[src/rtl/fetch_pc_if.sv]
// rtl/fetch_pc_if.sv - fetch PC control/observation bundle
interface fetch_pc_if #(
    parameter int WIDTH = 32
);
    logic             stall;
    logic             trap;
    logic             redirect;
    logic [WIDTH-1:0] redirect_addr;
    logic             is_call;
    logic [WIDTH-1:0] call_target;
    logic             is_ret;
    logic [WIDTH-1:0] pc;
    logic [WIDTH-1:0] pc_inc;
    logic [WIDTH-1:0] ras_top;
    logic             ras_empty;
    logic             ras_full;

    modport master (
        output stall, trap, redirect, redirect_addr, is_call, call_target, is_ret,
        input  pc, pc_inc, ras_top, ras_empty, ras_full
    );

    modport slave (
        input  stall, trap, redirect, redirect_addr, is_call, call_target, is_ret,
        output pc, pc_inc, ras_top, ras_empty, ras_full
    );
endinterface

[src/rtl/fetch_pc.sv]
// rtl/fetch_pc.sv - fetch program counter with circular return-address stack
`ifndef WORDSIZE
`define WORDSIZE 32
`endif

module fetch_pc #(
    parameter int               WIDTH      = `WORDSIZE,
    parameter int               INC        = 4,
    parameter logic [WIDTH-1:0] RESET_ADDR = '0,
    parameter logic [WIDTH-1:0] TRAP_VEC   = 32'h0000_0100,
    parameter int               RAS_DEPTH  = 4
) (
    input logic        CLK,
    input logic        reset,
    fetch_pc_if.slave  bus
);
    localparam int               PW    = $clog2(RAS_DEPTH);
    localparam int               CW    = $clog2(RAS_DEPTH + 1);
    localparam logic [WIDTH-1:0] INC_W = WIDTH'(INC);
    localparam logic [CW-1:0]    FULL  = CW'(RAS_DEPTH);

    logic [WIDTH-1:0] pc_q, pc_d;
    logic [PW-1:0]    tos_q, tos_d;
    logic [CW-1:0]    cnt_q, cnt_d;
    logic [WIDTH-1:0] ras_q [RAS_DEPTH];
    logic             push;
    logic             empty;
    logic             full;
    logic [WIDTH-1:0] pc_inc;
    logic [WIDTH-1:0] top;

    assign pc_inc = pc_q + INC_W;
    assign empty  = (cnt_q == '0);
    assign full   = (cnt_q == FULL);
    assign top    = empty ? '0 : ras_q[tos_q];

    assign bus.pc        = pc_q;
    assign bus.pc_inc    = pc_inc;
    assign bus.ras_top   = top;
    assign bus.ras_empty = empty;
    assign bus.ras_full  = full;

    // Strict priority: trap > redirect > stall > call > return > sequential.
    always_comb begin
        pc_d  = pc_inc;
        tos_d = tos_q;
        cnt_d = cnt_q;
        push  = 1'b0;
        if (bus.trap) begin
            pc_d  = TRAP_VEC;
            tos_d = '0;
            cnt_d = '0;
        end else if (bus.redirect) begin
            pc_d = bus.redirect_addr;
        end else if (bus.stall) begin
            pc_d = pc_q;
        end else if (bus.is_call) begin
            pc_d  = bus.call_target;
            push  = 1'b1;
            tos_d = tos_q + PW'(1);
            cnt_d = full ? cnt_q : cnt_q + CW'(1);
        end else if (bus.is_ret && !empty) begin
            pc_d  = top;
            tos_d = tos_q - PW'(1);
            cnt_d = cnt_q - CW'(1);
        end
    end

    // A full-stack push lands on the oldest slot, so overflow drops the oldest return.
    always_ff @(posedge CLK or negedge reset) begin
        if (!reset) begin
            pc_q  <= RESET_ADDR;
            tos_q <= '0;
            cnt_q <= '0;
            for (int i = 0; i < RAS_DEPTH; i++) begin
                ras_q[i] <= '0;
            end
        end else begin
            pc_q  <= pc_d;
            tos_q <= tos_d;
            cnt_q <= cnt_d;
            if (push) begin
                ras_q[tos_d] <= pc_inc;
            end
        end
    end
endmodule

[src/flat_wrapper.sv]
// flat-port wrapper written by rule: the top's interface ports become plain ports
module fetch_pc_flat 
#(
    parameter int               WIDTH      = `WORDSIZE,
    parameter int               INC        = 4,
    parameter logic [WIDTH-1:0] RESET_ADDR = '0,
    parameter logic [WIDTH-1:0] TRAP_VEC   = 32'h0000_0100,
    parameter int               RAS_DEPTH  = 4
)
  (CLK, reset, bus_stall, bus_trap, bus_redirect, bus_redirect_addr, bus_is_call, bus_call_target, bus_is_ret, bus_pc, bus_pc_inc, bus_ras_top, bus_ras_empty, bus_ras_full);
  fetch_pc_if #(.WIDTH(WIDTH)) bus_i ();
  input logic CLK;
  input logic reset;
  input wire logic [$bits(bus_i.stall)-1:0] bus_stall;
  input wire logic [$bits(bus_i.trap)-1:0] bus_trap;
  input wire logic [$bits(bus_i.redirect)-1:0] bus_redirect;
  input wire logic [$bits(bus_i.redirect_addr)-1:0] bus_redirect_addr;
  input wire logic [$bits(bus_i.is_call)-1:0] bus_is_call;
  input wire logic [$bits(bus_i.call_target)-1:0] bus_call_target;
  input wire logic [$bits(bus_i.is_ret)-1:0] bus_is_ret;
  output wire logic [$bits(bus_i.pc)-1:0] bus_pc;
  output wire logic [$bits(bus_i.pc_inc)-1:0] bus_pc_inc;
  output wire logic [$bits(bus_i.ras_top)-1:0] bus_ras_top;
  output wire logic [$bits(bus_i.ras_empty)-1:0] bus_ras_empty;
  output wire logic [$bits(bus_i.ras_full)-1:0] bus_ras_full;
  assign bus_i.stall = bus_stall;
  assign bus_i.trap = bus_trap;
  assign bus_i.redirect = bus_redirect;
  assign bus_i.redirect_addr = bus_redirect_addr;
  assign bus_i.is_call = bus_is_call;
  assign bus_i.call_target = bus_call_target;
  assign bus_i.is_ret = bus_is_ret;
  assign bus_pc = bus_i.pc;
  assign bus_pc_inc = bus_i.pc_inc;
  assign bus_ras_top = bus_i.ras_top;
  assign bus_ras_empty = bus_i.ras_empty;
  assign bus_ras_full = bus_i.ras_full;
  fetch_pc #(.WIDTH(WIDTH), .INC(INC), .RESET_ADDR(RESET_ADDR), .TRAP_VEC(TRAP_VEC), .RAS_DEPTH(RAS_DEPTH)) u_core (.CLK(CLK), .reset(reset), .bus(bus_i));
endmodule
[config.mk]
export PLATFORM = sky130hd
export DESIGN_NAME = fetch_pc_flat
export DESIGN_NICKNAME = d
export VERILOG_FILES = /design/src/rtl/fetch_pc_if.sv /design/src/rtl/fetch_pc.sv /design/src/flat_wrapper.sv
export SDC_FILE = /design/constraint.sdc
export NUM_CORES = 1
export LEC_CHECK = 0
export BUFFER_PORTS_ARGS = -buffer_cell sky130_fd_sc_hd__clkbuf_2
export CAP_MARGIN = 20
export CORE_ASPECT_RATIO = 0.8
export CORE_MARGIN = 2
export CORE_UTILIZATION = 40
export CTS_CLUSTER_DIAMETER = 50
export DETAILED_ROUTE_END_ITERATION = 6
export GPL_TIMING_DRIVEN = 1
export PLACE_DENSITY = 0.6
export RECOVER_POWER = 25
export SETUP_SLACK_MARGIN = 0.3
export SLEW_MARGIN = 30
export SYNTH_ARGS = -nofsm -noshare
export SYNTH_HDL_FRONTEND = slang
export SYNTH_SLANG_ARGS = --single-unit
[constraint.sdc]
create_clock -name CLK -period 3.1 [get_ports CLK]
set_clock_uncertainty 0.15 [all_clocks]
set_input_delay 0.62 -clock CLK [delete_from_list [all_inputs] [get_ports CLK]]
set_output_delay 0.62 -clock CLK [all_outputs]
set_load 0.005 [all_outputs]
# Word-level counts from Yosys, hierarchy flattened
# Index checks and enable logic that the tools add are counted.
# word_totals
input_bits	71
output_inout_bits	98
ramBits	0
rom_bits	0
latch_bits	0
n_memories	0
word_cells	55
regBits	165
# classes
n_eq_ne	5
n_mul	0
n_div	0
reduce_logical	6
n_bitwise	2
order_cmp	3
add_sub_neg	5
muxes	27
shifts	0
# op_table
operator	n
32-bit two-way mux	9
128-bit bitwise mux	1
32-bit binary-select mux with 2-bit select	1
32-bit demux with 2-bit select	1
32-bit by 3-bit adder with 32-bit output, second input constant	1
3-bit two-way mux	6
2-bit two-way mux	5
3-bit >= comparator, second input constant	2
2-bit NOT with 3-bit output	2
1-bit two-way mux	4
4-bit AND reduction	1
3-bit by 1-bit adder with 3-bit output, second input constant	1
3-bit equality test, second input constant	1
3-bit zero test	1
3-bit by 1-bit less-than comparator with 1-bit output, second input constant	1
3-bit by 1-bit != test with 1-bit output, second input constant	1
3-bit != test, second input constant	1
3-bit nonzero test	1
3-bit by 1-bit subtractor with 3-bit output, second input constant	1
2-bit by 1-bit adder with 2-bit output, second input constant	1
1-bit logical AND	2
2-bit by 1-bit != test with 1-bit output, second input constant	1
2-bit != test, second input constant	1
2-bit by 1-bit subtractor with 2-bit output, second input constant	1
1-bit zero test	1

# Longest topological paths before layout
# Gate-level depths: netlist of run 1.
# depth
depth_word	14
ltp_mapped	8
depth_no_buf	6

# Worst setup path before layout of run 1
# OpenSTA, ideal clock, no wires.
# synth_timing
kind	register to output
startpoint	reg u_core.pc_q[17] (netlist: u_core.bus.pc[17])
endpoint	out bus_pc_inc[30]
required_ps	2330
path_buffers	0
stages_incl_launch_ff	6
setup_slack_ps	357
arrival_ps	1973
cell_sequence	dfrtp_1 nand4_2 or4_4 or4_4 xor2_1 inv_1
# synth_via
elab_chain_len	1
# synth_lines
element	line_no	rtl
from (decl)	fetch_pc.sv:22	logic [WIDTH-1:0] pc_q, pc_d;
from (signal assigned)	fetch_pc.sv:79	pc_q <= pc_d;
32-bit by 3-bit adder with 32-bit output	fetch_pc.sv:32	assign pc_inc = pc_q + INC_W;
to (decl)	flat_wrapper.sv:22	output wire logic [$bits(bus_i.pc_inc)-1:0] bus_pc_inc;
# No other way between the ends.

# Final worst setup path of run 1
# layout_timing
startpoint	reg u_core.pc_q[21] (netlist: u_core.bus.pc[21])
endpoint	out bus_pc_inc[30]
# The elaborated chain is that of the path after synthesis.

==> results.cfg, run 1 <==
[timing]
period_share_pct = 102
setup_violations = 2
fmax_mhz = 315
rsz0062_at_grt = true
drv_slew = 0
finalCriticalPeriod_ps = 3170
layout_setup_ws_ps = -70.4
hold_viol = 0
slew_headroom_pct = 2.53
worst_pin_slew_ps = 1460

[layout]
syn_to_final_growth_pct = 32.4
drive_above_1_share_pct = 37.1
diodes = 0
fin_cells = 1385
mostFrequentLayoutCells = 166 x clkbuf_2, 153 x dfrtp_1, 115 x nand2_1
num-nets-final = 1177
layout_commonest_cell = clkbuf_2

[global_route]
grt_max_degree = 63
grt_pass1_wl_um = 43400
grt_overflow = 0
grt_pass1_vias = 7330
antenna_found_initial = 0
track_usage_pct = 25.4

[critical_path]
worst-path-max-fanout = 5
cp-start-kind = flop
rrSetupSlack_ps = 550
rr_endpoint = u_core.ras_q[30]
worstPathArrival_ps = 2400
critical_path_required_ps = 2330
reg2reg_from = u_core.bus.pc[21]
rr_worst_depth = 8
cp-end-kind = output port
path_class = reg2out

[detailed_routing]
wirelength_um = 28800
num_vias = 7775
wl_per_cell_um = 20.8
drc_errors = 0
dr.pass1.iters = 5
avgViaCountPerCell = 5.61
detail-route-antenna-nets = 0
dr.first_iter.drc_count = 828

[logic_synthesis]
netlist_instances = 879
synth-edff-count = 0
synth_seq_cells = 165
syn_nets = 952
synth_top_area_share_pct = 48.0
ys_async_sr_fraction_pct = 100
yosys-top-cells-area = dfrtp_1 48%, mux4_2 8.4%, o21ai_0 6.0%
synth_top_area_cell = dfrtp_1
avgSynthCellArea_um2 = 9.79
synth_area_um2 = 8600
synth_warnings = 0
synth_cell_types = 64
synthFlopType = dfrtp_1
yosysSeqAreaShare_pct = 48.0

[placed_design]
gp_congestion = 0.850
dp_slack_ps = 192
hpwl_um = 19000
dpl.cell_count = 1306
numPortBuffers = 168

[power]
p_leak_nw = 5.33
p_total_mw = 5.64
vdd_ir_drop_max_mv = 0.325
p_per_area_nw_per_um2 = 495

[clock_tree]
cts.path.max_buffers = 2
numCtsBuffers = 17
cts_tree = built
root_buffer = clkbuf_16
insertion_delay_ps = 430
cts.clk_slew.worst_paths_ps = 70
htreeDepth = 4
clock-sinks = 165

[outcome]
violations = negative setup slack
status = finished, violations left

[floorplanning]
coreArea_um2 = 20900
die_width_um = 168
dieArea_um2 = 22700
initial_core_util_pct = 41.2
die_h_um = 135
rows = 47
ios = 169

[hold_path]
worstHoldStart = bus_call_target[11]
holdPathEnd = u_core.bus.pc[11]
holdPathStages = 2
hold_path_class = in2reg

[flow_run]
maxCapViolations = 0
[where the power goes]
group          total (mW)  internal (mW)  switching, mW
combinational        1.01          0.454          0.557
clock                2.11           1.20          0.904
sequential           2.52           2.37          0.150
[per-layer routing]
metal / vias to the layer above / track usage, % / routed length [um]
met5: - / 0 / 0
met4: 0 / 6.28 / 442
met2: 366 / 38.2 / 12900
li1: 3570 / - / -
met1: 3802 / 37.4 / 13100
met3: 37 / 5.64 / 2250
[cell usage after synthesis, types with 3 or more instances]
cell type  count
a211o_1        4
a211oi_1       6
a21oi_1       55
a221o_1        9
a221oi_1      13
a22o_1         5
a2bb2oi_1      4
a32oi_1        3
and3_1         3
buf_2         12
buf_4          5
clkbuf_1      43
dfrtp_1      165
inv_1         40
mux2_2        12
mux4_2        32
nand2_1      116
nand2b_1       5
nand3_1       23
nand3b_1       3
nand4_1       10
nor2_1        63
nor2b_1       34
nor3_1        13
nor4_1         7
o21ai_0      104
o21ai_1        3
o2bb2ai_1      5
o31ai_1        7
xnor2_1       21
xor2_1        12
[state kept, by name, indices dropped and copies added, names as in the netlist]
name           count
u_core.bus.pc     32
u_core.cnt_q       3
u_core.ras_q     128
u_core.tos_q       2
[per-stage QoR]
stage	setup TNS [ps]	cell area, um2	hold slack [ps]	util, %
6_report	-111	11400	263	54.6
5_1_grt	-260	11400	257	54.6
4_1_cts	-59.7	11100	14.6	53.2
3_5_place_dp	0	10000	315	47.9
3_3_place_gp	0	10000	308	47.9
2_1_floorplan	0	8600	174	-
[critical path, cell delays in order (launching register included)]
cell and delay, ps:
dfrtp_2 410, nand2_1 110, or4_4 560, or4_4 540, xor2_2 180, inv_1 70, clkbuf_2 110
[area by class of cell]
cell class | count | area, um2
clock inverter | 11 | 128
inverter | 40 | 150
sequential | 165 | 4150
multi-input combinational | 610 | 4470
fill | 1844 | 9480
tap | 269 | 337
timing repair buffer | 270 | 1720
clock buffer | 20 | 447
[cells by family after synthesis]
| logic type | synth area share (%) |
|---|---|
| DFF | 48.0 |
| muxes | 10.1 |
| xor gates and xnor gates | 3.36 |
| buffers and inverters | 5.02 |
| AOI/OAI and AO/OA | 17.2 |
| adders and majority gates | 0.378 |
| and+or+nand+nor | 16.0 |
[worst max-delay path by stage]
stage / start / endpoint / slack [ps] / cells after the start
5_1_grt: u_core.bus.pc[21] / bus_pc_inc[30] / -130 / 6
6_report: u_core.bus.pc[21] / bus_pc_inc[30] / -70 / 6
2_1_floorplan: u_core.bus.pc[17] / bus_pc_inc[30] / 360 / 5
3_5_place_dp: u_core.bus.pc[2] / bus_pc_inc[23] / 190 / 7
4_1_cts: u_core.bus.pc[14] / bus_pc_inc[30] / -40 / 6
3_3_place_gp: u_core.bus.pc[14] / bus_pc_inc[30] / 290 / 6
[repair_timing]
action                                  CTS  global route
gates resized for setup                  64            22
endpoints found under the setup margin   51            22
pin swaps                                20            27
hold buffers                              0             0
setup buffers                            21            27
Note: power is estimated with default switching activity, not from simulation.
==> inputs of run 2 (changes only) <==
- CELL_PAD_IN_SITES_DETAIL_PLACEMENT: default -> 0
- CELL_PAD_IN_SITES_GLOBAL_PLACEMENT: default -> 1
- MAX_ROUTING_LAYER: default -> met4
- PLACE_DENSITY: 0.6 -> 0.75
==> run 2 against run 1 <==
  * The run still ends with negative setup slack left
  * Sequential cell count unchanged
  * Sequential power about the same
  * Worst hold slack better by 7.9 ps
  * First-iteration DRC count down 15%
  * Die area unchanged
  * Core utilization up 0.57 points
  * Global-route usage up 1.2 points
  * Sequential share of layout area down 0.39 points
  * Critical path depth unchanged
  * Combinational power about the same
  * Largest power group unchanged
  * Highest routed layer unchanged
==> results.cfg, run 2 (same netlist as run 1, synthesis figures left out) <==
[outcome]
status = finished, violations left
violations = negative setup slack

[global_route]
grt_max_degree = 54
antenna_found_initial = 1
grt_pass1_wl_um = 44100
track_usage_pct = 26.5
grt_pass1_vias = 7353
grt_overflow = 0

[timing]
slew_headroom_pct = 6.72
finalCriticalPeriod_ps = 3100
fmax_mhz = 323
layout_setup_ws_ps = -0.472
worst_pin_slew_ps = 1400
rsz0062_at_grt = true
setup_tns_ps = -0.472
hold_viol = 0
drv_slew = 0
setup_violations = 1
period_share_pct = 100

[clock_tree]
htreeDepth = 4
cts_hold_buf = 0
insertion_delay_ps = 430
root_buffer = clkbuf_16
clock-sinks = 165
cts.path.max_buffers = 2
cts.clk_slew.worst_paths_ps = 70
cts_tree = built
numCtsBuffers = 17

[power]
p_per_area_nw_per_um2 = 513
p_leak_nw = 5.38
vdd_ir_drop_max_mv = 0.302

[layout]
largest_reg_flops = 128
syn_to_final_growth_pct = 33.8
drive_above_1_share_pct = 38.0
layout_commonest_cell = clkbuf_2
fill_cells = 1876
regMostFlops = u_core.ras_q
post-route-cell-area_um2 = 11500
utilization_pct = 55.2
num-nets-final = 1182
mostFrequentLayoutCells = 167 x clkbuf_2, 156 x dfrtp_1, 113 x nand2_1

[floorplanning]
die_h_um = 135
dieArea_um2 = 22700
initial_core_util_pct = 41.2
rows = 47
die_width_um = 168
coreArea_um2 = 20900
ios = 169

[detailed_routing]
drc_errors = 0
avgViaCountPerCell = 5.56
num_vias = 7735
wirelength_um = 28800
wl_per_cell_um = 20.7
dr.first_iter.drc_count = 700
detail-route-antenna-nets = 0
dr.pass1.iters = 7

[flow_run]
maxCapViolations = 0

[critical_path]
cp-start-kind = flop
path_class = reg2out
worstPathArrival_ps = 2330
critical_path_required_ps = 2330
cp-end-kind = output port
reg2reg_from = u_core.bus.pc[22]
startpoint = u_core.bus.pc[22]
worst-path-max-fanout = 5

[hold_path]
worstHoldStart = bus_call_target[11]
hold_path_class = in2reg

[placed_design]
hpwl_um = 19900
dpl_cell_area_um2 = 10000
numPortBuffers = 168
dp_slack_ps = 215
gp_congestion = 0.819
==> run 2: routing by layer <==
layer	vias to the layer above	track usage (%)	routed length (um)
met5	-	-	0
met4	0	7.73	553
met3	36	5.78	1910
met2	307	37.8	12800
met1	3813	38.3	13500
li1	3579	-	-
==> run 2: per-stage QoR <==
stage	std cells	total power [mW]	hold slack (ps)
4_1_cts	1375	5.91	9.96
2_1_floorplan	879	3.04	174
3_3_place_gp	1313	3.47	307
6_report	1392	5.91	271
3_5_place_dp	1313	3.49	316
5_1_grt	1392	6.14	250
==> run 2: critical path, cell delays in order, from the launching register on <==
cell and delay [ps]:
dfrtp_2 420, nand2_2 70, or4_4 540, or4_4 530
xor2_2 180, inv_1 60, clkbuf_2 110
==> run 2: path summary, 6_finish.rpt <==
| kind | end | slack, ps | cells past startpoint |
|---|---|---|---|
| worst max-delay path | bus_pc_inc[30] | -0.5 | 6 |
| worst min-delay path | u_core.bus.pc[11] | 270 | 2 |
| worst max register to register | u_core.ras_q[122] | 730 | 8 |
| worst min register to register | u_core.ras_q[7] | 330 | 2 |
| max in group asynchronous | u_core.tos_q[0] | 530 | 2 |
| min in group asynchronous | u_core.ras_q[125] | 360 | 1 |
==> run 2: cell type report <==
cell class | count | area [um2] | area share (%)
clock inverters | 14 | 211 | 1.84
inverters | 40 | 150 | 1.30
repair buffers | 275 | 1710 | 14.9
clock buffers | 18 | 439 | 3.81
multi-input cells | 610 | 4520 | 39.2
well taps | 269 | 337 | 2.92
flip-flops and latches | 165 | 4150 | 36.0
diodes | 1 | 2.50 | 0.0217
==> run 2: report_power, final <==
group	total [mW]	leakage, nW	switching [mW]	internal, mW
sequential	2.52	2.17	0.151	2.37
clock	2.36	0.322	0.961	1.40
combinational	1.02	2.88	0.562	0.460
==> run 2: repair_timing <==
action	CTS	global route
endpoints found under the setup margin	46	25
gates resized for setup	62	27
setup buffers	30	16
pin swaps	24	22
==> inputs of run 3 (changes only) <==
- ABC_AREA: default -> 1
- PLACE_DENSITY: 0.75 -> 0.8
==> run 3 against run 2 <==
  * The run now ends clean
  * Power grew 14%
  * Core utilization shrank 4.5 points
  * Count of clock-buffer cells in the layout shrank 1
  * Critical path type unchanged
  * Critical endpoint is now bus_ras_top[15]
  * Largest power group unchanged
  * Highest routed layer unchanged
==> results.cfg, run 3 <==
[logic_synthesis]
synth_top_area_cell = dfrtp_1
synth_common_cells = 717 x nand2_1, 182 x nor2_1, 165 x dfrtp_1
synth_seq_cells = 165
ys_async_sr_fraction_pct = 100
yosys-top-cells-area = dfrtp_1 42%, nand2_1 28%, nor2_1 7.0%
syn_nets = 1544
synth.most_common_cell = nand2_1
yosysSeqAreaShare_pct = 42.4
synthFlopType = dfrtp_1
netlist_instances = 1471
synth_top_area_share_pct = 42.4
synth_area_um2 = 9740
avgSynthCellArea_um2 = 6.62
synth_warnings = 0
synth-edff-count = 0
synth_cell_types = 33

[critical_path]
critical_path_required_ps = 2330
cpPeakStageDelay_ps = 390
worst_path_most_repeated_cell = inv_1
path_class = reg2out
cp_slowest_cell = dfrtp_1
cp-start-kind = flop
worstPathArrival_ps = 2020
crit_path_cell_trace = inv_1 -> nand2_1 -> inv_1 -> buf_4 -> a31oi_1 -> clkbuf_2
cp-end-kind = output port
worst-path-max-fanout = 17

[detailed_routing]
dr.pass1.iters = 5
detail-route-antenna-nets = 0
wl_per_cell_um = 18.6
avgViaCountPerCell = 5.30
wirelength_um = 36900
dr.first_iter.drc_count = 1209
drc_errors = 0
num_vias = 10500

[layout]
syn_to_final_growth_pct = 25.5
regMostFlops = u_core.ras_q
layout_commonest_cell = nand2_1
post-route-cell-area_um2 = 12200
diodes = 0
mostFrequentLayoutCells = 691 x nand2_1, 165 x clkbuf_2, 156 x nor2_1
num-nets-final = 1728
largest_reg_flops = 128
drive_above_1_share_pct = 23.0

[flow_run]
maxCapViolations = 0

[timing]
fmax_mhz = 358
slew_headroom_pct = 30.9
rsz0062_at_grt = true
period_share_pct = 90.1
holdWs_ps = 311
finalCriticalPeriod_ps = 2790
hold_viol = 0
worst_pin_slew_ps = 1040
setup_violations = 0
setup_tns_ps = 0
drv_slew = 0

[power]
switching_power_mw = 2.55
p_int_mw = 4.20
p_clk_share_pct = 32.1
p_per_area_nw_per_um2 = 553
p_comb_share_pct = 28.6
p_leak_nw = 6.60
vdd_ir_drop_max_mv = 0.401
power_frac_seq_pct = 39.3
switching_share_pct = 37.8

[clock_tree]
htreeDepth = 4
numCtsBuffers = 17
cts.clk_slew.worst_paths_ps = 80
clock-sinks = 165
cts_tree = built
cts.path.max_buffers = 2
root_buffer = clkbuf_16
insertion_delay_ps = 440

[outcome]
status = complete, no violations

[global_route]
track_usage_pct = 29.7
grt_max_degree = 86
grt_pass1_wl_um = 55900
grt_overflow = 0
grt_pass1_vias = 9458
antenna_found_initial = 0

[placed_design]
numPortBuffers = 168
gp_congestion = 0.941
hpwl_um = 26000
dpl_cell_area_um2 = 11000

[floorplanning]
die_width_um = 178
initial_core_util_pct = 40.4
die_h_um = 144
coreArea_um2 = 24100
ios = 169
dieArea_um2 = 25600
rows = 51

[hold_path]
hold_path_class = in2reg
-- run 3: critical path, delay by kind of cell (launching register included) --
kind	cells	cell delay, ps
and+or+nand+nor	1	140
AOI/OAI and AO/OA	1	340
buffers and inverters	4	710
DFF	1	390
-- run 3: final timing paths --
| path | to | depth (start not counted) | startpoint | slack [ps] |
|---|---|---|---|---|
| setup / recovery | bus_ras_top[15] | 6 | u_core.cnt_q[2] | 310 |
| hold / removal | u_core.cnt_q[2] | 2 | bus_trap | 310 |
| setup reg to reg | u_core.ras_q[82] | 11 | u_core.cnt_q[2] | 590 |
| hold reg to reg | u_core.ras_q[10] | 2 | u_core.ras_q[10] | 320 |
| max in group asynchronous | u_core.bus.pc[20] | 3 | reset | 550 |
| min in group asynchronous | u_core.ras_q[3] | 2 | reset | 620 |
-- run 3: power by group through the flow --
stage	registers (mW)	logic, mW	clock network (mW)
2_1_floorplan	2.61	0.996	0
3_3_place_gp	2.67	1.75	0
3_5_place_dp	2.67	1.76	0
4_1_cts	2.64	1.82	2.20
5_1_grt	2.69	2.13	2.29
6_report	2.65	1.94	2.17
-- run 3: final cells by class --
type | instances | area, um2
Clock buffer | 17 | 425
Clock inverter | 15 | 183
Fill cell | 2434 | 11900
Inverter | 56 | 210
Multi-Input combinational cell | 1166 | 5240
Sequential cell | 165 | 4160
Tap cell | 318 | 398
Timing Repair Buffer | 249 | 1600
-- run 3: logic make-up (layout without fill, tap and decap cells) --
family,Yosys count,count (layout),share of synthesized area (%)
xor+xnor,9,9,0.887
fa+ha+maj,2,2,0.334
compound gates,65,65,3.62
flops,165,165,42.4
simple gates,1090,1090,46.1
buf+inv,140,337,6.64
-- run 3: metal layers --
layer  GRT usage (%)  wire (um)  share of wire, %  up-vias
li1                -          -                 -     5022
met1            44.9      17400                47     4996
met2            40.6      15600                42      464
met3            6.27       3360               9.1       34
met4            6.08        524               1.4        0
met5               -          0                 0        -
-- run 3: metrics by stage --
stage               std cells  setup slack [ps]  util, %  power (mW)
finish                   1986               308     50.7        6.76
global route             1986               233     50.7        7.11
CTS                      1973               283     49.4        6.65
detailed placement       1929               362     45.8        4.44
global placement         1929               354     45.8        4.42
floorplan                1471               940        -        3.61
-- run 3: what timing repair did --
action	in CTS	in global routing
cloned	0	3
hold buffers	1	0
setup buffers	11	10
hold endpoints to repair	10	0
gates resized for setup	59	62
pin swaps	12	11
setup endpoints to repair	49	41
